--- config.mk ---
export PLATFORM = sky130hd
export DESIGN_NAME = cam_lookup_ctrl
export DESIGN_NICKNAME = d
export VERILOG_FILES = /design/src/rtl/cam_lookup_ctrl.sv
export SDC_FILE = /design/constraint.sdc
export NUM_CORES = 1
export LEC_CHECK = 0
export ABC_CLOCK_PERIOD_IN_PS = 1800
export CAP_MARGIN = 20
export CELL_PAD_IN_SITES_DETAIL_PLACEMENT = 1
export CELL_PAD_IN_SITES_GLOBAL_PLACEMENT = 1
export CORE_MARGIN = 2
export CORE_UTILIZATION = 33
export CTS_CLUSTER_SIZE = 10
export DETAILED_ROUTE_END_ITERATION = 12
export GPL_TIMING_DRIVEN = 0
export HOLD_SLACK_MARGIN = 0.08
export PLACE_DENSITY_LB_ADDON = 0.1
export RECOVER_POWER = 100
export SLEW_MARGIN = 20
export SYNTH_ARGS = -nofsm -noshare
export SYNTH_HDL_FRONTEND = slang
export SYNTH_SLANG_ARGS = --single-unit
export TNS_END_PERCENT = 10
--- constraint.sdc ---
create_clock -name clk -period 1.8 [get_ports clk]
set_clock_uncertainty 0.15 [all_clocks]
set_input_delay 0.18 -clock clk [delete_from_list [all_inputs] [get_ports clk]]
set_output_delay 0.18 -clock clk [all_outputs]
set_load 0.05 [all_outputs]
--- src/rtl/cam_lookup_ctrl.sv ---
// Request front-end for the CAM: serialises lookup/insert requests, owns the entry-valid bitmap
// and lowest-free allocation. Optional delete path enabled by `CAM_LOOKUP_CTRL_DELETE_EN.
module cam_lookup_ctrl #(
    parameter int unsigned DATA_WIDTH = 4,
    parameter int unsigned ADDR_WIDTH = 2,
    parameter int unsigned CMP_LAT    = 1
) (
    input  logic                  clk,
    input  logic                  rst,
    input  logic                  req_valid,
    output logic                  req_ready,
    input  logic                  req_op,
    input  logic [DATA_WIDTH-1:0] req_data,
`ifdef CAM_LOOKUP_CTRL_DELETE_EN
    input  logic                  req_del,
`endif
    output logic                  rsp_valid,
    input  logic                  rsp_ready,
    output logic                  rsp_hit,
    output logic [ADDR_WIDTH-1:0] rsp_addr,
    output logic                  rsp_full,
    output logic [ADDR_WIDTH:0]   occupancy,
    output logic                  cam_write_enable,
    output logic [DATA_WIDTH-1:0] cam_din,
    output logic [ADDR_WIDTH-1:0] cam_write_addr,
    output logic [DATA_WIDTH-1:0] cam_cmp_din,
    input  logic                  cam_busy,
    input  logic                  cam_match,
    input  logic [ADDR_WIDTH-1:0] cam_match_addr
);

    localparam int unsigned DEPTH = 1 << ADDR_WIDTH;
    localparam int unsigned CNT_W = $clog2(CMP_LAT + 1);

    typedef enum logic [2:0] {
        S_IDLE, S_CMP, S_CWAIT, S_EVAL, S_WR, S_SETTLE, S_RESP
    } state_t;

    state_t                state_q, state_d;
    logic                  op_q, op_d;
    logic [DATA_WIDTH-1:0] data_q, data_d;
    logic [CNT_W-1:0]      cnt_q, cnt_d;
    logic [DEPTH-1:0]      valid_q, valid_d;
    logic [ADDR_WIDTH:0]   occ_q, occ_d;
    logic [ADDR_WIDTH-1:0] wr_addr_q, wr_addr_d;
    logic                  rsp_hit_q, rsp_hit_d;
    logic [ADDR_WIDTH-1:0] rsp_addr_q, rsp_addr_d;
    logic                  rsp_full_q, rsp_full_d;
`ifdef CAM_LOOKUP_CTRL_DELETE_EN
    logic                  del_q, del_d;
`endif

    logic                  wr_fire;
    logic                  hit;
    logic                  table_full;
    logic [ADDR_WIDTH-1:0] free_addr;
    logic                  free_found;

    // A CAM match only counts if the controller still considers that entry live.
    assign hit        = cam_match && valid_q[cam_match_addr];
    assign table_full = (occ_q == (ADDR_WIDTH+1)'(DEPTH));

    always_comb begin
        free_addr  = '0;
        free_found = 1'b0;
        for (int unsigned i = 0; i < DEPTH; i++) begin
            if (!valid_q[i] && !free_found) begin
                free_addr  = ADDR_WIDTH'(i);
                free_found = 1'b1;
            end
        end
    end

    always_comb begin
        state_d    = state_q;
        op_d       = op_q;
        data_d     = data_q;
        cnt_d      = cnt_q;
        valid_d    = valid_q;
        occ_d      = occ_q;
        wr_addr_d  = wr_addr_q;
        rsp_hit_d  = rsp_hit_q;
        rsp_addr_d = rsp_addr_q;
        rsp_full_d = rsp_full_q;
        wr_fire    = 1'b0;
`ifdef CAM_LOOKUP_CTRL_DELETE_EN
        del_d      = del_q;
`endif
        case (state_q)
            S_IDLE: begin
                if (req_valid) begin
                    op_d    = req_op;
                    data_d  = req_data;
`ifdef CAM_LOOKUP_CTRL_DELETE_EN
                    del_d   = req_del;
`endif
                    state_d = S_CMP;
                end
            end
            S_CMP: begin
                if (!cam_busy) begin
                    cnt_d   = '0;
                    state_d = S_CWAIT;
                end
            end
            S_CWAIT: begin
                if (cnt_q == CNT_W'(CMP_LAT - 1)) state_d = S_EVAL;
                else                              cnt_d   = cnt_q + CNT_W'(1);
            end
            S_EVAL: begin
                rsp_hit_d  = 1'b0;
                rsp_addr_d = '0;
                rsp_full_d = 1'b0;
                state_d    = S_RESP;
`ifdef CAM_LOOKUP_CTRL_DELETE_EN
                if (del_q) begin
                    if (hit) begin
                        valid_d[cam_match_addr] = 1'b0;
                        occ_d                   = occ_q - (ADDR_WIDTH+1)'(1);
                        rsp_hit_d               = 1'b1;
                        rsp_addr_d              = cam_match_addr;
                    end
                end else
`endif
                if (!op_q || hit) begin
                    rsp_hit_d  = hit;
                    rsp_addr_d = hit ? cam_match_addr : '0;
                end else if (!table_full) begin
                    wr_addr_d  = free_addr;
                    rsp_addr_d = free_addr;
                    state_d    = S_WR;
                end else begin
                    rsp_full_d = 1'b1;
                end
            end
            S_WR: begin
                if (!cam_busy) begin
                    wr_fire            = 1'b1;
                    valid_d[wr_addr_q] = 1'b1;
                    occ_d              = occ_q + (ADDR_WIDTH+1)'(1);
                    state_d            = S_SETTLE;
                end
            end
            S_SETTLE: state_d = S_RESP;
            S_RESP: begin
                if (rsp_ready) state_d = S_IDLE;
            end
            default: state_d = S_IDLE;
        endcase
    end

    always_ff @(posedge clk) begin
        if (rst) begin
            state_q    <= S_IDLE;
            op_q       <= 1'b0;
            data_q     <= '0;
            cnt_q      <= '0;
            valid_q    <= '0;
            occ_q      <= '0;
            wr_addr_q  <= '0;
            rsp_hit_q  <= 1'b0;
            rsp_addr_q <= '0;
            rsp_full_q <= 1'b0;
`ifdef CAM_LOOKUP_CTRL_DELETE_EN
            del_q      <= 1'b0;
`endif
        end else begin
            state_q    <= state_d;
            op_q       <= op_d;
            data_q     <= data_d;
            cnt_q      <= cnt_d;
            valid_q    <= valid_d;
            occ_q      <= occ_d;
            wr_addr_q  <= wr_addr_d;
            rsp_hit_q  <= rsp_hit_d;
            rsp_addr_q <= rsp_addr_d;
            rsp_full_q <= rsp_full_d;
`ifdef CAM_LOOKUP_CTRL_DELETE_EN
            del_q      <= del_d;
`endif
        end
    end

    // Handshake strobes are masked by rst so nothing is offered or written while reset is held.
    assign req_ready        = (state_q == S_IDLE) && !rst;
    assign rsp_valid        = (state_q == S_RESP) && !rst;
    assign cam_write_enable = wr_fire && !rst;
    assign rsp_hit          = rsp_hit_q;
    assign rsp_addr         = rsp_addr_q;
    assign rsp_full         = rsp_full_q;
    assign occupancy        = occ_q;
    assign cam_din          = data_q;
    assign cam_cmp_din      = data_q;
    assign cam_write_addr   = wr_addr_q;

endmodule

==> metrics, run 1 <==
cell count after synthesis 119; ant diodes 0; Buf+Inv Stages, Crit Path 2; Final period util 1.05; drt drc 0; starting density of the core 0.349; Hold Crit Depth 2; Mapped Area 1070 µm²; Inserted Clock Buffers 3; final-stage net count 174; post-synth top area share 0.394; CTS sink count 21; Largest delay share family, worst path simple AND/OR/NAND/NOR gates; row cnt 20; Hold Path Class in2reg; die width 60.8 µm; I/O Buffers 31; vias per inst 4.76; crit path max fanout 2; Critical Path Sink Type output port; ys flop type dfxtp_1; CTS tree yes; Yosys reg bits 21; initial antenna violation count 0; required time worst endpoint 1.47 ns; crit path launch type flop; status finished, violations left; Worst path max stage delay 0.54 ns; endpoints failing setup 1; vias in the first global route 931; WP data arrival 1.56 ns; clk_lat worst skew 0.32 ns; all-layer global routing usage 0.164; overall routed net length 2700 µm; GPL Wtd Cong 0.754; root buffer cell clkbuf_4; fraction of layout cells with a size suffix above 1 0.209; top cells by area, synth dfxtp_1 39%, mux2i_1 6.6%, nor2_1 6.3%; Leak Pwr 0.599 nW; Post-synth EDFFs 0; CTS Hold Buffers Added 0; critical path's slowest cell or4_4; Hold WS 0.119 ns; number of top-level pins 33; DR vias 961; 1st-iter DRT viols 32; syn nets 134; DR WL/cell 13.4 µm; CP Depth 4; layout overhead on the synthesized area 38.7%; Core Area 3050 µm²; worst slack, placed -0.668 ns; CP cell instances inv_4 > or4_4 > nor2_4 > buf_8; die area 3700 µm²; yosys warns 0; failing checks setup timing; synth unique cells 32; Setup Crit Path Kind reg2out; pin slew with the least headroom to its limit 0.594 ns; Max VDD drop 0.272 mV; RSZ-0062 raised after global routing true; utilization after layout 0.484; largest net degree at the start of global routing 13; first-pass GRT wire length 4310 µm; Achievable Freq 0.530 GHz; hpwl dp 1980 µm; PwrDens 654 nW/µm²; total negative slack -0.0851 ns; first-pass detailed-route iteration total 4; final hold violations 0; Slew Limit Fails 0; ys async rst share 0; Worst-path clk slew 0.13 ns; CTS Buffer Depth 2; H-tree depth 1; Rel. slew slack 0.606; Final WS setup -0.0851 ns; Die Y 60.8 µm; Max Cap Violations 0; Seq/Total Area, Yosys 0.394; minimum clock period 1.89 ns; syn_area_per_cell 8.96 µm²; FF-to-FF path depth 7; GR Overflow Total 0; antenna-violating nets left 0; dominant cell type by area after synthesis dfxtp_1; Layout fillers 394
## where the power goes
group          internal, mW  switching, mW
combinational        0.0907          0.137
sequential            0.481         0.0162
clock                0.0834          0.158
## cell usage in the layout, fill, tap and decap left out, types with 2 or more instances in the layout
cell type	Yosys	final
a21oi_1	8	6
a21oi_2	0	2
a31oi_1	4	4
buf_4	5	8
buf_6	3	2
clkbuf_1	3	7
clkbuf_4	0	4
clkdlybuf4s50_1	0	10
dfxtp_1	21	18
dfxtp_2	0	2
dlygate4sd2_1	0	14
ha_1	2	2
inv_1	5	4
mux2i_1	7	7
nand2_1	9	9
nand2b_1	4	4
nand3_1	4	4
nor2_1	18	17
nor3b_1	2	2
nor4b_4	2	2
o21ai_0	4	4
o31ai_1	2	2
## final cells by class
type,instances,area [µm²],share of cell area
multi-input combinational,82,574,0.388
sequential,21,427,0.288
timing repair buffer,36,303,0.205
buffer,10,71.3,0.0482
tap,44,55.1,0.0372
clock buffer,3,22.5,0.0152
inverter,5,21.3,0.0144
clock inverter,1,5.00,0.00338
## worst paths after layout
check	startpoint	end	slack, ns
hold reg to reg	rsp_full$_SDFFE_PP0P_	rsp_full$_SDFFE_PP0P_	0.31
setup / recovery	state_q[2]$_SDFFE_PP0P_	cam_write_enable	-0.09
setup reg to reg	state_q[2]$_SDFFE_PP0P_	cam_write_addr[1]$_SDFFE_PP0P_	0.02
hold / removal	rst	state_q[1]$_SDFFE_PP0P_	0.12
## kinds of logic after synthesis
kind of cell | share of synthesized area
AND/OR/NAND/NOR | 0.286
AO/OA/AOI/OAI | 0.127
flip-flops | 0.394
buffers and inverters | 0.0951
multiplexers | 0.0657
adder cells (fa/ha/maj) | 0.0235
XOR/XNOR | 0.00822
## per-layer routing
| metal | GRT usage | wire, µm | part of all wire |
|---|---|---|---|
| met5 | 0 | 0 | 0 |
| met1 | 0.210 | 1360 | 0.50 |
| met4 | 0.0839 | 58 | 0.021 |
| met3 | 0.0341 | 102 | 0.038 |
| met2 | 0.260 | 1180 | 0.44 |
## state kept, by name, summed over array words and instances, names as in the netlist
| signal | count |
|---|---|
| cam_cmp_din | 4 |
| cam_write_addr | 2 |
| occupancy | 3 |
| op_q | 1 |
| rsp_addr | 2 |
| rsp_full | 1 |
| rsp_hit | 1 |
| state_q | 3 |
| valid_q | 4 |
## through the flow
stage / power [mW] / area, µm² / std cells
after global routing: 1.01 / 1480 / 202
after CTS: 0.988 / 1500 / 203
final: 0.967 / 1480 / 202
after detailed placement: 0.752 / 1440 / 194
after floorplan: 0.668 / 1080 / 119
after global placement: 0.747 / 1440 / 194
## synth_stat cells (2+ instances only)
master     n
nor4b_4    2
o31ai_1    2
clkbuf_1   3
buf_4      5
inv_1      5
mux2i_1    7
nand3_1    4
nor3b_1    2
ha_1       2
buf_6      3
nand2_1    9
dfxtp_1   21
nor2_1    18
or3_1      2
o21ai_0    4
a31oi_1    4
a21oi_1    8
nand2b_1   4
## repair_timing
item,4_1_cts,5_1_grt
pin swaps,2,2
setup buffers,5,0
endpoints found under the setup margin,20,13
gates resized for setup,46,4
No activity file was read; power rests on OpenSTA's default activity.
==> inputs of run 2 (changes only) <==
- ABC_CLOCK_PERIOD_IN_PS: 1800 -> unset
- CELL_PAD_IN_SITES_DETAIL_PLACEMENT: 1 -> unset
- CELL_PAD_IN_SITES_GLOBAL_PLACEMENT: 1 -> unset
- CORE_UTILIZATION: 33 -> 45
- PLACE_DENSITY: unset -> 0.78
- PLACE_DENSITY_LB_ADDON: 0.1 -> unset
- SKIP_CTS_REPAIR_TIMING: unset -> 1
==> metrics, run 2 (synthesis gave the netlist of run 1 again) <==
number of top-level pins 33; PwrDens 686 nW/µm²; R2R Path Start state_q[2]$_SDFFE_PP0P_; die width 52.7 µm; vias per inst 5.24; cell count after placement 178; final-stage net count 175; Leak Pwr 0.510 nW; Setup Crit Path Kind reg2out; fraction of layout cells with a size suffix above 1 0.189; overall routed net length 2420 µm; GPL Wtd Cong 0.791; status finished, violations left; CTS Buffer Depth 2; CP cell instances buf_6 > inv_4 > or4_4 > nor2_4 > buf_6; first-pass GRT wire length 3820 µm; pin slew with the least headroom to its limit 0.610 ns; Critical Path Sink Type output port; failing checks setup timing; most used cell, CP buf_6; crit path launch type flop; DR WL/cell 12.9 µm; RSZ-0062 raised after global routing true; minimum clock period 1.93 ns; Hold WS 0.147 ns; commonest cells after routing, fill and taps aside 20 x clkbuf_1, 20 x dfxtp_1, 17 x nor2_1; Die Y 52.7 µm; worst slack, placed -0.677 ns; 1st-iter DRT viols 19; I/O Buffers 31; H-tree depth 1; Rel. slew slack 0.595; CTS sink count 21; crit path max fanout 4; endpoints failing setup 2; layout overhead on the synthesized area 30.2%; Non-Filler Instances 187; CTS tree yes; hpwl dp 1820 µm; drt drc 0; vias in the first global route 849; row cnt 17; Final period util 1.07; total negative slack -0.184 ns; initial antenna violation count 0; Worst R2R Setup Slack 0.14 ns; clk_lat worst skew 0.31 ns; starting density of the core 0.477; Worst path max stage delay 0.51 ns; largest net degree at the start of global routing 13; root buffer cell clkbuf_4; hold path startpoint rst; Inserted Clock Buffers 3; Worst setup startpoint state_q[2]$_SDFFE_PP0P_; crit path to cam_write_enable; utilization after layout 0.621; DR vias 979; FF-to-FF path depth 7; WP data arrival 1.60 ns; ant diodes 0; Final WS setup -0.135 ns; GR Overflow Total 0; die area 2770 µm²; Max Cap Violations 0; r2r endpoint occupancy[2]$_SDFFE_PP0P_; Hold Path Class in2reg; antenna-violating nets left 0; Max VDD drop 0.539 mV; Slew Limit Fails 0; first-pass detailed-route iteration total 4; Achievable Freq 0.517 GHz; Core Area 2230 µm²; final hold violations 0; required time worst endpoint 1.47 ns; Worst-path clk slew 0.12 ns; all-layer global routing usage 0.189; critical path's slowest cell or4_4
[run 2: cell count changes in the layout (fill, tap and decap cells not counted), sizes merged]
cell           before  now
clkdlybuf4s50      10   11
dlygate4sd3         1    0
buf                12   16
clkbuf             12   23
dlygate4sd2        14    0
[run 2: per-layer routing]
layer  routed length (µm)  track usage  vias up  share of wire
met5                    0            0        -              0
met4                   23       0.0641        0         0.0095
met3                   98       0.0314        4          0.041
met2                 1250        0.319       21           0.52
met1                 1050        0.241      464           0.43
li1                     -            -      490              -
[run 2: layout make-up]
| class | count | area, µm² |
|---|---|---|
| fill | 215 | 846 |
| multi-input combinational | 82 | 562 |
| sequential | 21 | 422 |
| timing repair buffer | 36 | 238 |
| buffer | 11 | 82.6 |
| tap | 28 | 35.0 |
| clock buffer | 3 | 22.5 |
| inverter | 5 | 21.3 |
| clock inverter | 1 | 5.00 |
[run 2: through the flow]
step	power [mW]	area (µm²)
2_1_floorplan	0.668	1080
3_3_place_gp	0.743	1420
3_5_place_dp	0.748	1420
4_1_cts	0.974	1450
5_1_grt	1.00	1390
6_report	0.951	1390
[run 2: how the worst min path moves through the flow]
stage | end | slack (ns) | depth (start not counted)
2_1_floorplan | cam_cmp_din[0]$_SDFFE_PP0P_ | 0.18 | 2
4_1_cts | state_q[1]$_SDFFE_PP0P_ | 0.14 | 2
3_5_place_dp | rsp_full$_SDFFE_PP0P_ | 0.30 | 2
3_3_place_gp | rsp_full$_SDFFE_PP0P_ | 0.29 | 2
6_report | state_q[1]$_SDFFE_PP0P_ | 0.15 | 2
5_1_grt | state_q[1]$_SDFFE_PP0P_ | 0.18 | 2
[run 2: power by group]
part	switching, mW	leakage, nW	internal (mW)
Sequential	0.0167	0.171	0.481
Clock	0.145	0.0177	0.0829
Combinational	0.136	0.321	0.0900
Total	0.297	0.510	0.654
[run 2: critical path: cells and delay by family (launching register included)]
family        cells  cell delay, ns
flops             1            0.34
simple gates      2            0.64
buf+inv           3            0.30
